**src/rtl/solver_feeder_pkg.sv**
```systemverilog
// Shared types and default widths for the solver feeder: FSM state encoding
// and the limb/tag geometry used by the solver top level.
package solver_feeder_pkg;

  localparam int DEF_LIMB_INDEX_BITS = 6;
  localparam int DEF_LIMB_SIZE_BITS  = 27;
  localparam int DEF_TAG_BITS        = 16;

  typedef enum logic [2:0] {
    ST_IDLE   = 3'd0,
    ST_CFG    = 3'd1,
    ST_LOAD   = 3'd2,
    ST_START  = 3'd3,
    ST_WAIT   = 3'd4,
    ST_RESULT = 3'd5
  } state_t;

endpackage

```
**src/rtl/solver_feeder.sv**
```systemverilog
// Accepts a job header plus its c limbs, loads them into the solver, starts it,
// waits for a fresh done level and returns a tagged iteration count.
module solver_feeder
  import solver_feeder_pkg::*;
#(
  parameter int LIMB_INDEX_BITS = DEF_LIMB_INDEX_BITS,
  parameter int LIMB_SIZE_BITS  = DEF_LIMB_SIZE_BITS,
  parameter int TAG_BITS        = DEF_TAG_BITS
) (
  input  logic                       clock,
  input  logic                       reset,
  input  logic                       job_valid,
  output logic                       job_ready,
  input  logic [LIMB_INDEX_BITS-1:0] job_num_limbs,
  input  logic [15:0]                job_iter_lim,
  input  logic [TAG_BITS-1:0]        job_tag,
  input  logic                       limb_valid,
  output logic                       limb_ready,
  input  logic [LIMB_SIZE_BITS-1:0]  limb_re,
  input  logic [LIMB_SIZE_BITS-1:0]  limb_im,
  output logic                       wr_real_en,
  output logic                       wr_imag_en,
  output logic [LIMB_INDEX_BITS-1:0] wr_index,
  output logic [LIMB_SIZE_BITS-1:0]  real_data,
  output logic [LIMB_SIZE_BITS-1:0]  imag_data,
  output logic                       wr_num_limbs_en,
  output logic [LIMB_INDEX_BITS-1:0] num_limbs_data,
  output logic                       wr_iter_lim_en,
  output logic [15:0]                iter_lim_data,
  output logic                       start,
  input  logic                       out_ready,
  input  logic [15:0]                iterations,
  output logic                       res_valid,
  input  logic                       res_ready,
  output logic [TAG_BITS-1:0]        res_tag,
  output logic [15:0]                res_iterations,
  output logic                       res_error,
  output logic                       busy
);

  state_t                     state_r;
  state_t                     state_n;
  logic [LIMB_INDEX_BITS-1:0] num_limbs_r;
  logic [15:0]                iter_lim_r;
  logic [TAG_BITS-1:0]        tag_r;
  logic [LIMB_INDEX_BITS-1:0] count_r;
  logic                       armed_r;
  logic [TAG_BITS-1:0]        res_tag_r;
  logic [15:0]                res_iter_r;
  logic                       res_error_r;
  logic                       last_limb_s;

  assign last_limb_s    = (count_r == (num_limbs_r - LIMB_INDEX_BITS'(1)));
  assign wr_index       = count_r;
  assign num_limbs_data = num_limbs_r;
  assign iter_lim_data  = iter_lim_r;
  assign res_tag        = res_tag_r;
  assign res_iterations = res_iter_r;
  assign res_error      = res_error_r;
  assign busy           = (state_r != ST_IDLE);

  // State register
  always_ff @(posedge clock or negedge reset) begin
    if (!reset) begin
      state_r <= ST_IDLE;
    end else begin
      state_r <= state_n;
    end
  end

  // Next-state and strobe decode; all strobes derive from one state so they cannot overlap
  always_comb begin
    state_n         = state_r;
    job_ready       = 1'b0;
    limb_ready      = 1'b0;
    wr_real_en      = 1'b0;
    wr_imag_en      = 1'b0;
    real_data       = '0;
    imag_data       = '0;
    wr_num_limbs_en = 1'b0;
    wr_iter_lim_en  = 1'b0;
    start           = 1'b0;
    res_valid       = 1'b0;
    case (state_r)
      ST_IDLE: begin
        job_ready = 1'b1;
        if (job_valid) begin
          state_n = (job_num_limbs == '0) ? ST_RESULT : ST_CFG;
        end else begin
          state_n = ST_IDLE;
        end
      end
      ST_CFG: begin
        wr_num_limbs_en = 1'b1;
        wr_iter_lim_en  = 1'b1;
        state_n         = ST_LOAD;
      end
      ST_LOAD: begin
        limb_ready = 1'b1;
        wr_real_en = limb_valid;
        wr_imag_en = limb_valid;
        real_data  = limb_re;
        imag_data  = limb_im;
        if (limb_valid && last_limb_s) begin
          state_n = ST_START;
        end else begin
          state_n = ST_LOAD;
        end
      end
      ST_START: begin
        start   = 1'b1;
        state_n = ST_WAIT;
      end
      ST_WAIT: begin
        // Only a done level seen after a low phase belongs to this job
        if (armed_r && out_ready) begin
          state_n = ST_RESULT;
        end else begin
          state_n = ST_WAIT;
        end
      end
      ST_RESULT: begin
        res_valid = 1'b1;
        if (res_ready) begin
          state_n = ST_IDLE;
        end else begin
          state_n = ST_RESULT;
        end
      end
      default: begin
        state_n = ST_IDLE;
      end
    endcase
  end

  // Job latch, limb counter, re-arm flag and result registers
  always_ff @(posedge clock or negedge reset) begin
    if (!reset) begin
      num_limbs_r <= '0;
      iter_lim_r  <= '0;
      tag_r       <= '0;
      count_r     <= '0;
      armed_r     <= 1'b0;
      res_tag_r   <= '0;
      res_iter_r  <= '0;
      res_error_r <= 1'b0;
    end else begin
      case (state_r)
        ST_IDLE: begin
          if (job_valid) begin
            num_limbs_r <= job_num_limbs;
            iter_lim_r  <= job_iter_lim;
            tag_r       <= job_tag;
            if (job_num_limbs == '0) begin
              res_tag_r   <= job_tag;
              res_iter_r  <= 16'd0;
              res_error_r <= 1'b1;
            end
          end
        end
        ST_CFG: begin
          count_r <= '0;
        end
        ST_LOAD: begin
          if (limb_valid) begin
            count_r <= count_r + LIMB_INDEX_BITS'(1);
          end
        end
        ST_START: begin
          armed_r <= 1'b0;
        end
        ST_WAIT: begin
          if (!out_ready) begin
            armed_r <= 1'b1;
          end else if (armed_r) begin
            res_tag_r   <= tag_r;
            res_iter_r  <= iterations;
            res_error_r <= 1'b0;
          end
        end
        default: begin
          count_r <= count_r;
        end
      endcase
    end
  end

endmodule

```
**config.mk**
```make
export PLATFORM = sky130hd
export DESIGN_NAME = solver_feeder
export DESIGN_NICKNAME = d
export VERILOG_FILES = /design/src/rtl/solver_feeder_pkg.sv /design/src/rtl/solver_feeder.sv
export SDC_FILE = /design/constraint.sdc
export NUM_CORES = 1
export LEC_CHECK = 0
export ABC_CLOCK_PERIOD_IN_PS = 1950
export CAP_MARGIN = 20
export CORE_UTILIZATION = 34
export DETAILED_ROUTE_END_ITERATION = 8
export PLACE_DENSITY_LB_ADDON = 0.1
export SLEW_MARGIN = 20
export SYNTH_ARGS = -nofsm -noshare
export SYNTH_HDL_FRONTEND = slang
export SYNTH_SLANG_ARGS = --single-unit
```
**constraint.sdc**
```tcl
create_clock -name clock -period 1.95 [get_ports clock]
set_input_delay 0.39 -clock clock [delete_from_list [all_inputs] [get_ports clock]]
set_output_delay 0.39 -clock clock [all_outputs]
set_load 0.01 [all_outputs]
```
# Word level (Yosys, flattened, before mapping)
# Index checks and enable logic that the tools add are counted.
[word_totals] out_inout_bits=124 in_bits=114 word_cells=68 regBits=81
[classes] n_eq_ne=12 n_reduce_logical=12 muxes=33 add_sub_neg=2
[ops] operator="$mux W16" count=8
[ops] operator="$pmux W16 S2" count=2
[ops] operator="$mux W27" count=2
[ops] operator="$pmux W3 S6" count=1
[ops] operator="$mux W1" count=13
[ops] operator="$ne A2 B2 Y1 const B" count=6
[ops] operator="$pmux W6 S2" count=1
[ops] operator="$mux W3" count=3
[ops] operator="$add A6 B1 Y6 const B" count=1
[ops] operator="$eq A3 B2 Y1 const B" count=2
[ops] operator="$eq A3 B3 Y1 const B" count=2
[ops] operator="$eq A6 B6 Y1" count=1
[ops] operator="$logic_not A6 Y1" count=1
[ops] operator="$mux W6" count=1
[ops] operator="$reduce_and A2 Y1" count=3
[ops] operator="$reduce_bool A2 Y1" count=3
[ops] operator="$sub A6 B1 Y6 const B" count=1
[ops] operator="$reduce_and A5 Y1" count=1
[ops] operator="$pmux W1 S2" count=2
[ops] operator="$eq A3 B1 Y1 const B" count=1
[ops] operator="$logic_not A3 Y1" count=1
[ops] operator="$reduce_bool A3 Y1" count=1
[ops] operator="$logic_and A1 B1 Y1" count=2

# Logic depth before layout (Yosys ltp)
# Gate-level depths: netlist of the first run.
[logic_depth] ltp_word=5 mapped_depth=7 ltp_nobuf=6

# Least setup slack after synthesis of the first run
# Ideal clock, no wire load.
[synth_path] path_kind="register to register" start="register state_r[1]" end="register iter_lim_r[0] (netlist: iter_lim_data[0])" n_path_buf=2 path_stages_with_launch=7 t_arrival_ns=1.796 path_slack_ns=0.029 period_less_slack_ns=1.921 cell_sequence="dfrtp_1 or3_4 inv_1 and2_1 buf_2 buf_2 mux2_2"
[synth_via] elab_chain_len=2
[synth_rtl] item="from (decl)" line_no="solver_feeder.sv:41" text="state_t state_r;"
[synth_rtl] item="from (signal assigned)" line_no="solver_feeder.sv:67" text="state_r <= state_n;"
[synth_rtl] item="$logic_not A3 Y1" line_no="solver_feeder.sv:148" text="case (state_r)"
[synth_rtl] item="$reduce_and A2 Y1 (no line)"
[synth_rtl] item="to (signal assigned)" line_no="solver_feeder.sv:152" text="iter_lim_r <= job_iter_lim;"
[synth_rtl] item="to (decl)" line_no="solver_feeder.sv:44" text="logic [15:0] iter_lim_r;"
# Every way passes these cells.
# A chain may end at the register's enable or synchronous reset.

# Worst setup path after layout of the first run
[layout_path] start="register state_r[0]" end="output port imag_data[23]"
[layout_via] elab_chain_len=2
[layout_rtl] item="$eq A3 B2 Y1" line_no="solver_feeder.sv:84" text="case (state_r)"
[layout_rtl] item="$mux W27" line_no="solver_feeder.sv:84"
[layout_rtl] item="to (decl)" line_no="solver_feeder.sv:25" text="output logic [LIMB_SIZE_BITS-1:0] imag_data,"
# Every way passes these cells.

==> qor.tcl, run 1 <==
set qor(outcome) {finished with violations}
set qor(failed_checks) {setup timing}
set qor(grt.met3_usage) 0.0448
set qor(yosys.area.top_type_share) 0.518
set qor(regToRegEndpoint) {res_tag[5]}
set qor(nFillCells) 933
set qor(max_slew_margin_vs_limit) 0.675
set qor(worstSkewPairLatency_ns) 0.33
set qor(timing.critical_path.required_ns) 1.56
set qor(synth.yosys.seq_area_share) 0.518
set qor(drc) 0
set qor(critPathMaxStageDelay_ns) 0.43
set qor(cp_cell_sequence) {nor3b_4 > buf_6 > buf_12 > clkbuf_16 > and2_4 > buf_6}
set qor(power.leakage_uw) 0.00324
set qor(detailroute.via_count) 3473
set qor(syn2layout_area_growth_pct) 81.9
set qor(initial_utilization) 0.354
set qor(rsz_0062_raised_after_global_routing) {yes}
set qor(core_area_um2) 11000
set qor(synth_cells) 315
set qor(power.density_cell_area_nw_per_um2) 1460
set qor(global_route.usage.total) 0.211
set qor(distinct_cells_synth) 34
set qor(max-clock-path-buffers) 2
set qor(timing_worst_slew_pin_value_ns) 0.488
set qor(reg2reg_depth) 7
set qor(floorplan.rows) 38
set qor(antenna_cells) 0
set qor(finalSetupViolCount) 27
set qor(cts_tree) {built}
set qor(numPlacedInstances) 690
set qor(fmax_mhz) 495
set qor(pin_count) 238
set qor(seq_cells_post_synth) 81
set qor(slew_viol_final) 0
set qor(finalClockSkew_ns) 0.00528
set qor(route.detailed.vias_per_inst) 4.84
set qor(routed_wire_length_per_instance_um) 18.2
set qor(netlist_area_um2) 3910
set qor(r2r_slack_ns) 0.02
set qor(timing.setup.critical_path_class) {register to output pin}
set qor(portBuffers) 237
set qor(clock_sink_count) 81
set qor(path_buf_inv) 4
set qor(share_of_post_route_cells_with_drive_strength_above_1) 0.374
set qor(grt_overflow) 0
set qor(post_syn_nets) 431
set qor(max-cap-violations) 0
set qor(cp_capture_type) {output pin}
set qor(type_of_the_worst_min_delay_path) {input port to async pin}
set qor(critical_path.reg2reg.startpoint) {state_r[2]}
set qor(die_footprint_um2) 11900
set qor(height_of_the_die_um) 109
set qor(power.total_uw) 10400
set qor(crit_top_cell) {sky130_fd_sc_hd__buf_6}
set qor(critical_path_arrival_ns) 1.63
set qor(synth_top_cell_by_area) {sky130_fd_sc_hd__dfrtp_1}
set qor(slowest_stage) {sky130_fd_sc_hd__dfrtp_1}
set qor(final_common_cell) {sky130_fd_sc_hd__clkdlybuf4s50_1}
set qor(commonest_cells_after_routing_fill_and_taps_aside) {173 x sky130_fd_sc_hd__clkdlybuf4s50_1, 81 x sky130_fd_sc_hd__dfrtp_1, 55 x sky130_fd_sc_hd__mux2_2}
set qor(synthesis.area_per_instance_um2) 12.4
set qor(crit_family) {buffers and inverters}
set qor(cts.reportedPaths.clkPinSlew_ns) 0.06
set qor(finalWorstSetupSlack_ns) -0.0705
set qor(count_of_flip_flops_with_a_built_in_enable_after_synthesis) 0
set qor(grt.met1_usage) 0.224
set qor(yosys_most_used_dff) {sky130_fd_sc_hd__dfrtp_1}
set qor(hpwl_um) 9600
set qor(grt_antenna_before_repair) 0
set qor(fin_util) 0.645
set qor(final.hold.worst_slack_ns) 0.0232
set qor(hold_viol_final) 0
set qor(die_width_um) 109
set qor(cts_hold_repair.buffers) 0
set qor(gpl.final_weighted_congestion) 0.762
set qor(gr-usage-met2) 0.398
set qor(first_pass_grt_wire_length_um) 18700
set qor(final_min_period_over_clock_period) 1.04
set qor(startpoint_type) {register}
set qor(busiest_layer) {met2}
set qor(detail_route.iter0.violations) 115
set qor(drt_pre_antenna_iters) 4
set qor(largest_net_degree_at_the_start_of_global_routing) 47
set qor(crit_cells) 6
set qor(critical_path.max_fanout) 7
set qor(grt_pass1_vias) 3577
set qor(stdcell_count) 718
set qor(period_needed_ns) 2.02
set qor(async_reset_ff_frac) 1.00
set qor(antenna_left) 0
set qor(yosysWarnings) 0
set qor(cts_root_buffer) {sky130_fd_sc_hd__clkbuf_16}
set qor(ir_drop_uv) 812
set qor(cts_max_level) 3
set qor(cts_buffers) 9
set qor(final_nets) 691
set qor(drt-total-wl_um) 13000
set qor(synth_top_cells_by_area) {sky130_fd_sc_hd__dfrtp_1 52%, sky130_fd_sc_hd__mux2_2 16%, sky130_fd_sc_hd__and2_1 8.8%}
through the flow:
step / setup WS [ns] / instance area [um2] / setup TNS (ns)
3_5_place_dp: -0.404 / 6560 / -13.38
2_1_floorplan: 0.0287 / 3910 / 0
3_3_place_gp: -0.404 / 6560 / -13.75
4_1_cts: -0.0889 / 6760 / -1.79
5_1_grt: -0.150 / 7110 / -5.83
6_report: -0.0705 / 7110 / -1.29
what timing repair did:
| item | CTS | global route |
|---|---|---|
| gates cloned | 3 | 5 |
| resized for setup | 272 | 63 |
| pin swaps | 1 | 27 |
| buffers inserted | 6 | 1 |
| endpoints found under the setup margin | 79 | 102 |
cell families after synthesis:
logic type / synth area share
simple gates: 0.150
flops: 0.518
mux: 0.208
compound gates: 0.0570
buf+inv: 0.0349
xor+xnor: 0.0246
fa+ha+maj: 0.00640
synthesized netlist by cell type (2+ instances only):
cell / count
sky130_fd_sc_hd__a22o_1: 16
sky130_fd_sc_hd__buf_6: 2
sky130_fd_sc_hd__nand4_1: 2
sky130_fd_sc_hd__ha_1: 2
sky130_fd_sc_hd__nor2_1: 8
sky130_fd_sc_hd__dfrtp_1: 81
sky130_fd_sc_hd__mux2_4: 13
sky130_fd_sc_hd__and3_1: 3
sky130_fd_sc_hd__nor3_1: 4
sky130_fd_sc_hd__buf_4: 3
sky130_fd_sc_hd__nand3_1: 3
sky130_fd_sc_hd__and2_1: 55
sky130_fd_sc_hd__o31ai_1: 2
sky130_fd_sc_hd__o21ai_0: 7
sky130_fd_sc_hd__mux2_2: 55
sky130_fd_sc_hd__clkbuf_1: 7
sky130_fd_sc_hd__nand2b_1: 2
sky130_fd_sc_hd__inv_1: 7
sky130_fd_sc_hd__nand3b_1: 3
sky130_fd_sc_hd__nand2_1: 11
sky130_fd_sc_hd__xor2_1: 10
sky130_fd_sc_hd__buf_2: 7
power breakdown:
part	switching, uW	total (uW)	internal (uW)
logic	2210	5800	3590
registers	545	3030	2480
clock network	626	1540	912
per-layer routing:
layer,share of wire,vias to the layer above
met5,0,-
met4,0.030,0
met3,0.067,18
met2,0.55,161
met1,0.35,1689
li1,-,1605
layout make-up:
cell class / count / area [um2] / area share
clock buffer: 11 / 253 / 0.0355
tap: 140 / 175 / 0.0246
inverter: 8 / 35.0 / 0.00493
multi-input combinational: 207 / 1850 / 0.261
sequential: 81 / 2030 / 0.285
timing repair buffer: 268 / 2750 / 0.387
clock inverter: 3 / 17.5 / 0.00246
flip-flops by register name (all words and copies together), names as in the netlist:
signal          cells
armed_r             1
iter_lim_data      16
num_limbs_data      6
res_error           1
res_iterations     16
res_tag            16
state_r             3
tag_r              16
wr_index            6
worst max-delay path by stage:
stage,startpoint,end,slack (ns)
6_report,state_r[0],imag_data[23],-0.07
5_1_grt,state_r[0],imag_data[16],-0.15
4_1_cts,state_r[0],wr_num_limbs_en,-0.09
3_5_place_dp,job_num_limbs[1],res_tag[6],-0.40
3_3_place_gp,job_num_limbs[1],res_tag[3],-0.40
2_1_floorplan,state_r[1],iter_lim_data[0],0.03
Power figures use the tool's default switching activity.
==> run 2, diff against run 1 <==
Settings changed: CORE_MARGIN set to 4.
==> qor.tcl, run 2 (synthesis results as in run 1) <==
set qor(max_slew_margin_vs_limit) 0.702
set qor(finalClockSkew_ns) 0.00534
set qor(hold_viol_final) 0
set qor(cts_root_buffer) {sky130_fd_sc_hd__clkbuf_16}
set qor(critical_path.reg2reg.startpoint) {state_r[2]}
set qor(critical_path.max_fanout) 8
set qor(busiest_layer) {met2}
set qor(r2r_slack_ns) -0.07
set qor(drt_pre_antenna_iters) 4
set qor(timing.setup.critical_path_class) {register to output pin}
set qor(finalWorstSetupSlack_ns) -0.0959
set qor(hpwl_um) 9430
set qor(period_needed_ns) 2.05
set qor(max-cap-violations) 0
set qor(die_footprint_um2) 13300
set qor(cts_tree) {built}
set qor(timing_worst_slew_pin_value_ns) 0.446
set qor(reg2reg_depth) 7
set qor(cp_capture_type) {output pin}
set qor(power.density_cell_area_nw_per_um2) 1500
set qor(type_of_the_worst_min_delay_path) {input port to async pin}
set qor(timing.critical_path.required_ns) 1.56
set qor(height_of_the_die_um) 115
set qor(detailroute.via_count) 3464
set qor(clock_sink_count) 81
set qor(final_nets) 693
set qor(worstSkewPairLatency_ns) 0.33
set qor(startpoint_type) {register}
set qor(gr-usage-met2) 0.323
set qor(drc) 0
set qor(floorplan.rows) 38
set qor(initial_utilization) 0.354
set qor(fin_util) 0.662
set qor(syn2layout_area_growth_pct) 86.6
set qor(commonest_cells_after_routing_fill_and_taps_aside) {173 x sky130_fd_sc_hd__clkdlybuf4s50_1, 81 x sky130_fd_sc_hd__dfrtp_1, 48 x sky130_fd_sc_hd__buf_6}
set qor(die_width_um) 115
set qor(share_of_post_route_cells_with_drive_strength_above_1) 0.397
set qor(grt_pass1_vias) 3580
set qor(cts_buffers) 9
set qor(portBuffers) 237
set qor(first_pass_grt_wire_length_um) 19000
set qor(route.detailed.vias_per_inst) 4.80
set qor(gpl.final_weighted_congestion) 0.830
set qor(outcome) {finished with violations}
set qor(dp_worst_setup_slack_ns) -0.359
set qor(rsz_0062_raised_after_global_routing) {yes}
set qor(regToRegEndpoint) {iter_lim_data[7]}
set qor(global_route.usage.total) 0.185
set qor(drt-total-wl_um) 13700
set qor(grt_antenna_before_repair) 0
set qor(antenna_left) 0
set qor(largest_net_degree_at_the_start_of_global_routing) 82
set qor(slew_viol_final) 0
set qor(critical_path_arrival_ns) 1.66
set qor(max-clock-path-buffers) 2
set qor(fmax_mhz) 489
set qor(cts_hold_repair.buffers) 0
set qor(power.total_uw) 10900
set qor(cts_max_level) 3
set qor(grt.met1_usage) 0.206
set qor(finalSetupViolCount) 102
set qor(grt_overflow) 0
set qor(power.leakage_uw) 0.00336
set qor(core_area_um2) 11000
set qor(antenna_cells) 0
set qor(detail_route.iter0.violations) 161
set qor(routed_wire_length_per_instance_um) 19.0
set qor(failed_checks) {setup timing}
set qor(cts.reportedPaths.clkPinSlew_ns) 0.06
set qor(pin_count) 238
set qor(final_min_period_over_clock_period) 1.05
set qor(grt.met3_usage) 0.0484
set qor(final_common_cell) {sky130_fd_sc_hd__clkdlybuf4s50_1}
set qor(ir_drop_uv) 758
-- run 2: changes by cell type in the layout (fill, tap and decap cells not counted), sizes merged --
cell / previous run / this run
buf: 85 / 91
bufinv: 0 / 1
clkdlybuf4s15: 2 / 0
clkbuf: 18 / 15
inv: 7 / 8
clkinv: 3 / 5
clkinvlp: 1 / 0
-- run 2: how the worst max path moves through the flow --
stage | depth (start not counted) | start | endpoint | slack (ns)
floorplan | 6 | state_r[1] | iter_lim_data[0] | 0.03
global placement | 7 | job_num_limbs[1] | res_tag[10] | -0.40
detailed placement | 7 | job_num_limbs[1] | res_tag[10] | -0.36
CTS | 5 | state_r[2] | real_data[2] | -0.14
global route | 6 | state_r[0] | imag_data[26] | -0.17
finish | 6 | state_r[0] | imag_data[26] | -0.1
-- run 2: final cells by class --
class / count / area [um2]
Fill cell: 845 / 3730
Tap cell: 140 / 175
Clock inverter: 6 / 58.8
Inverter: 8 / 37.5
Multi-Input combinational cell: 207 / 1950
Clock buffer: 10 / 229
Timing Repair Buffer: 270 / 2820
Sequential cell: 81 / 2030
-- run 2: timing repair --
item,CTS,global route
setup buffers,6,3
endpoints found under the setup margin,74,111
gates cloned,4,6
resized for setup,273,120
pin swaps,14,32
-- run 2: critical path, cell delays in order (launching register included) --
cell and delay (ns):
sky130_fd_sc_hd__dfrtp_1 0.42, sky130_fd_sc_hd__nor3b_4 0.26, sky130_fd_sc_hd__buf_12 0.19, sky130_fd_sc_hd__buf_16 0.13, sky130_fd_sc_hd__buf_6 0.09, sky130_fd_sc_hd__and2_1 0.10
sky130_fd_sc_hd__buf_2 0.13
-- run 2: per-layer routing --
metal / part of all wire / vias to the layer above
met3: 0.086 / 23
met4: 0.030 / 0
met2: 0.53 / 164
met5: 0 / -
li1: - / 1600
met1: 0.36 / 1677
-- run 2: metrics by stage --
step / hold WS (ns) / TNS [ns] / cells / cell area [um2]
after floorplan: 0.0944 / 0 / 315 / 3910
after global placement: 0.452 / -12.77 / 690 / 6550
after detailed placement: 0.456 / -11.81 / 690 / 6550
after CTS: 0.0962 / -2.14 / 716 / 6850
after global routing: 0.101 / -8.93 / 722 / 7300
final: 0.0676 / -2.95 / 722 / 7300
-- run 2: power breakdown --
group | internal [uW] | switching [uW] | total, uW
Clock | 985 | 646 | 1630
Sequential | 2480 | 554 | 3040
Combinational | 3940 | 2340 | 6270
==> run 3, diff against run 2 <==
Settings changed: MAX_ROUTING_LAYER set to met4.
==> qor.tcl, run 3 (synthesis results as in run 1) <==
set qor(numPlacedInstances) 690
set qor(max_slew_margin_vs_limit) 0.710
set qor(grt_overflow) 0
set qor(timing_worst_slew_pin_value_ns) 0.436
set qor(startpoint_type) {register}
set qor(commonest_cells_after_routing_fill_and_taps_aside) {173 x sky130_fd_sc_hd__clkdlybuf4s50_1, 81 x sky130_fd_sc_hd__dfrtp_1, 45 x sky130_fd_sc_hd__buf_6}
set qor(timing.setup.critical_path_class) {register to output pin}
set qor(postLayoutCellArea_um2) 7260
set qor(die_width_um) 115
set qor(hpwl_um) 9430
set qor(finalSetupViolCount) 105
set qor(die_footprint_um2) 13300
set qor(final_common_cell) {sky130_fd_sc_hd__clkdlybuf4s50_1}
set qor(first_pass_grt_wire_length_um) 18900
set qor(pin_count) 238
set qor(syn2layout_area_growth_pct) 85.8
set qor(max-cap-violations) 0
set qor(finalClockSkew_ns) 0.00595
set qor(finalWorstSetupSlack_ns) -0.0983
set qor(drc) 0
set qor(multiInputGateArea_um2) 1940
set qor(global_route.usage.total) 0.191
set qor(clock_sink_count) 81
set qor(drt-total-wl_um) 13600
set qor(grt_pass1_vias) 3596
set qor(max-clock-path-buffers) 2
set qor(failed_checks) {setup timing}
set qor(core_area_um2) 11000
set qor(rsz_0062_raised_after_global_routing) {yes}
set qor(cts_root_buffer) {sky130_fd_sc_hd__clkbuf_16}
set qor(detail_route.iter0.violations) 131
set qor(dp_worst_setup_slack_ns) -0.359
set qor(height_of_the_die_um) 115
set qor(stdcell_count) 721
set qor(initial_utilization) 0.354
set qor(antenna_cells) 0
set qor(portBuffers) 237
set qor(register_area_um2) 2030
set qor(critical_path.max_fanout) 7
set qor(dpl_cell_area_um2) 6550
set qor(slew_viol_final) 0
set qor(grt_antenna_before_repair) 0
set qor(worstSkewPairLatency_ns) 0.33
set qor(final_nets) 692
set qor(power.total_uw) 10900
set qor(route.detailed.vias_per_inst) 4.80
set qor(cts_buffers) 9
set qor(critical_path_arrival_ns) 1.66
set qor(floorplan.rows) 38
set qor(nFillCells) 854
set qor(type_of_the_worst_min_delay_path) {input port to async pin}
set qor(cts.reportedPaths.clkPinSlew_ns) 0.06
set qor(detailroute.via_count) 3461
set qor(outcome) {finished with violations}
set qor(gpl.final_weighted_congestion) 0.843
set qor(cts_tree) {built}
set qor(final_min_period_over_clock_period) 1.05
set qor(power.leakage_uw) 0.00335
set qor(drt_pre_antenna_iters) 4
set qor(antenna_left) 0
set qor(power.density_cell_area_nw_per_um2) 1500
set qor(cts_max_level) 3
set qor(fmax_mhz) 488
set qor(hold_viol_final) 0
set qor(largest_net_degree_at_the_start_of_global_routing) 82
set qor(cp_capture_type) {output pin}
set qor(share_of_post_route_cells_with_drive_strength_above_1) 0.392
set qor(timing.critical_path.required_ns) 1.56
set qor(ir_drop_uv) 758
set qor(routed_wire_length_per_instance_um) 18.8
set qor(period_needed_ns) 2.05
run 3: timing repair:
action | in CTS | in global routing
pin swaps | 14 | 26
resized for setup | 273 | 110
setup buffers | 6 | 3
cloned | 4 | 5
hold buffers | 0 | 0
setup endpoints to repair | 74 | 112
run 3: final timing paths:
path,start,end,slack [ns],cells past startpoint
max,state_r[0],imag_data[26],-0.1,6
min,reset,tag_r[8],0.07,2
max reg2reg,state_r[2],iter_lim_data[7],-0.07,7
min reg2reg,armed_r,armed_r,0.48,2
max in group asynchronous,reset,iter_lim_data[14],1.52,2
min in group clock,armed_r,armed_r,0.48,2
run 3: area by class of cell:
class	count	share of cell area
timing repair buffer	269	0.385
sequential	81	0.279
multi-input combinational	207	0.267
clock buffer	10	0.0315
tap	140	0.0241
clock inverter	6	0.00810
inverter	8	0.00517
run 3: per-layer routing:
metal / share of wire / global-route usage / up-vias
li1: - / - / 1600
met3: 0.072 / 0.0379 / 22
met1: 0.37 / 0.215 / 1672
met2: 0.53 / 0.326 / 167
met4: 0.028 / 0.0876 / 0
met5: 0 / - / -
run 3: worst max-delay path, stage by stage (launching register included):
cell                      delay (ns)
sky130_fd_sc_hd__dfrtp_1        0.42
sky130_fd_sc_hd__nor3b_4        0.24
sky130_fd_sc_hd__buf_8          0.21
sky130_fd_sc_hd__buf_16         0.13
sky130_fd_sc_hd__buf_6          0.09
sky130_fd_sc_hd__and2_1         0.10
sky130_fd_sc_hd__buf_2          0.13
run 3: metrics by stage:
step	setup TNS, ns	utilization	hold slack (ns)
finish	-3.88	0.658	0.0692
CTS	-2.14	0.621	0.0962
detailed placement	-11.81	0.593	0.456
floorplan	0	-	0.0944
global route	-9.52	0.658	0.0991
global placement	-12.77	0.593	0.452
run 3: power breakdown:
group | switching, uW | internal, uW | leakage (uW)
Sequential | 551 | 2480 | 0.000994
Clock | 648 | 985 | 0.000146
Combinational | 2330 | 3880 | 0.00221
Total | 3530 | 7350 | 0.00335
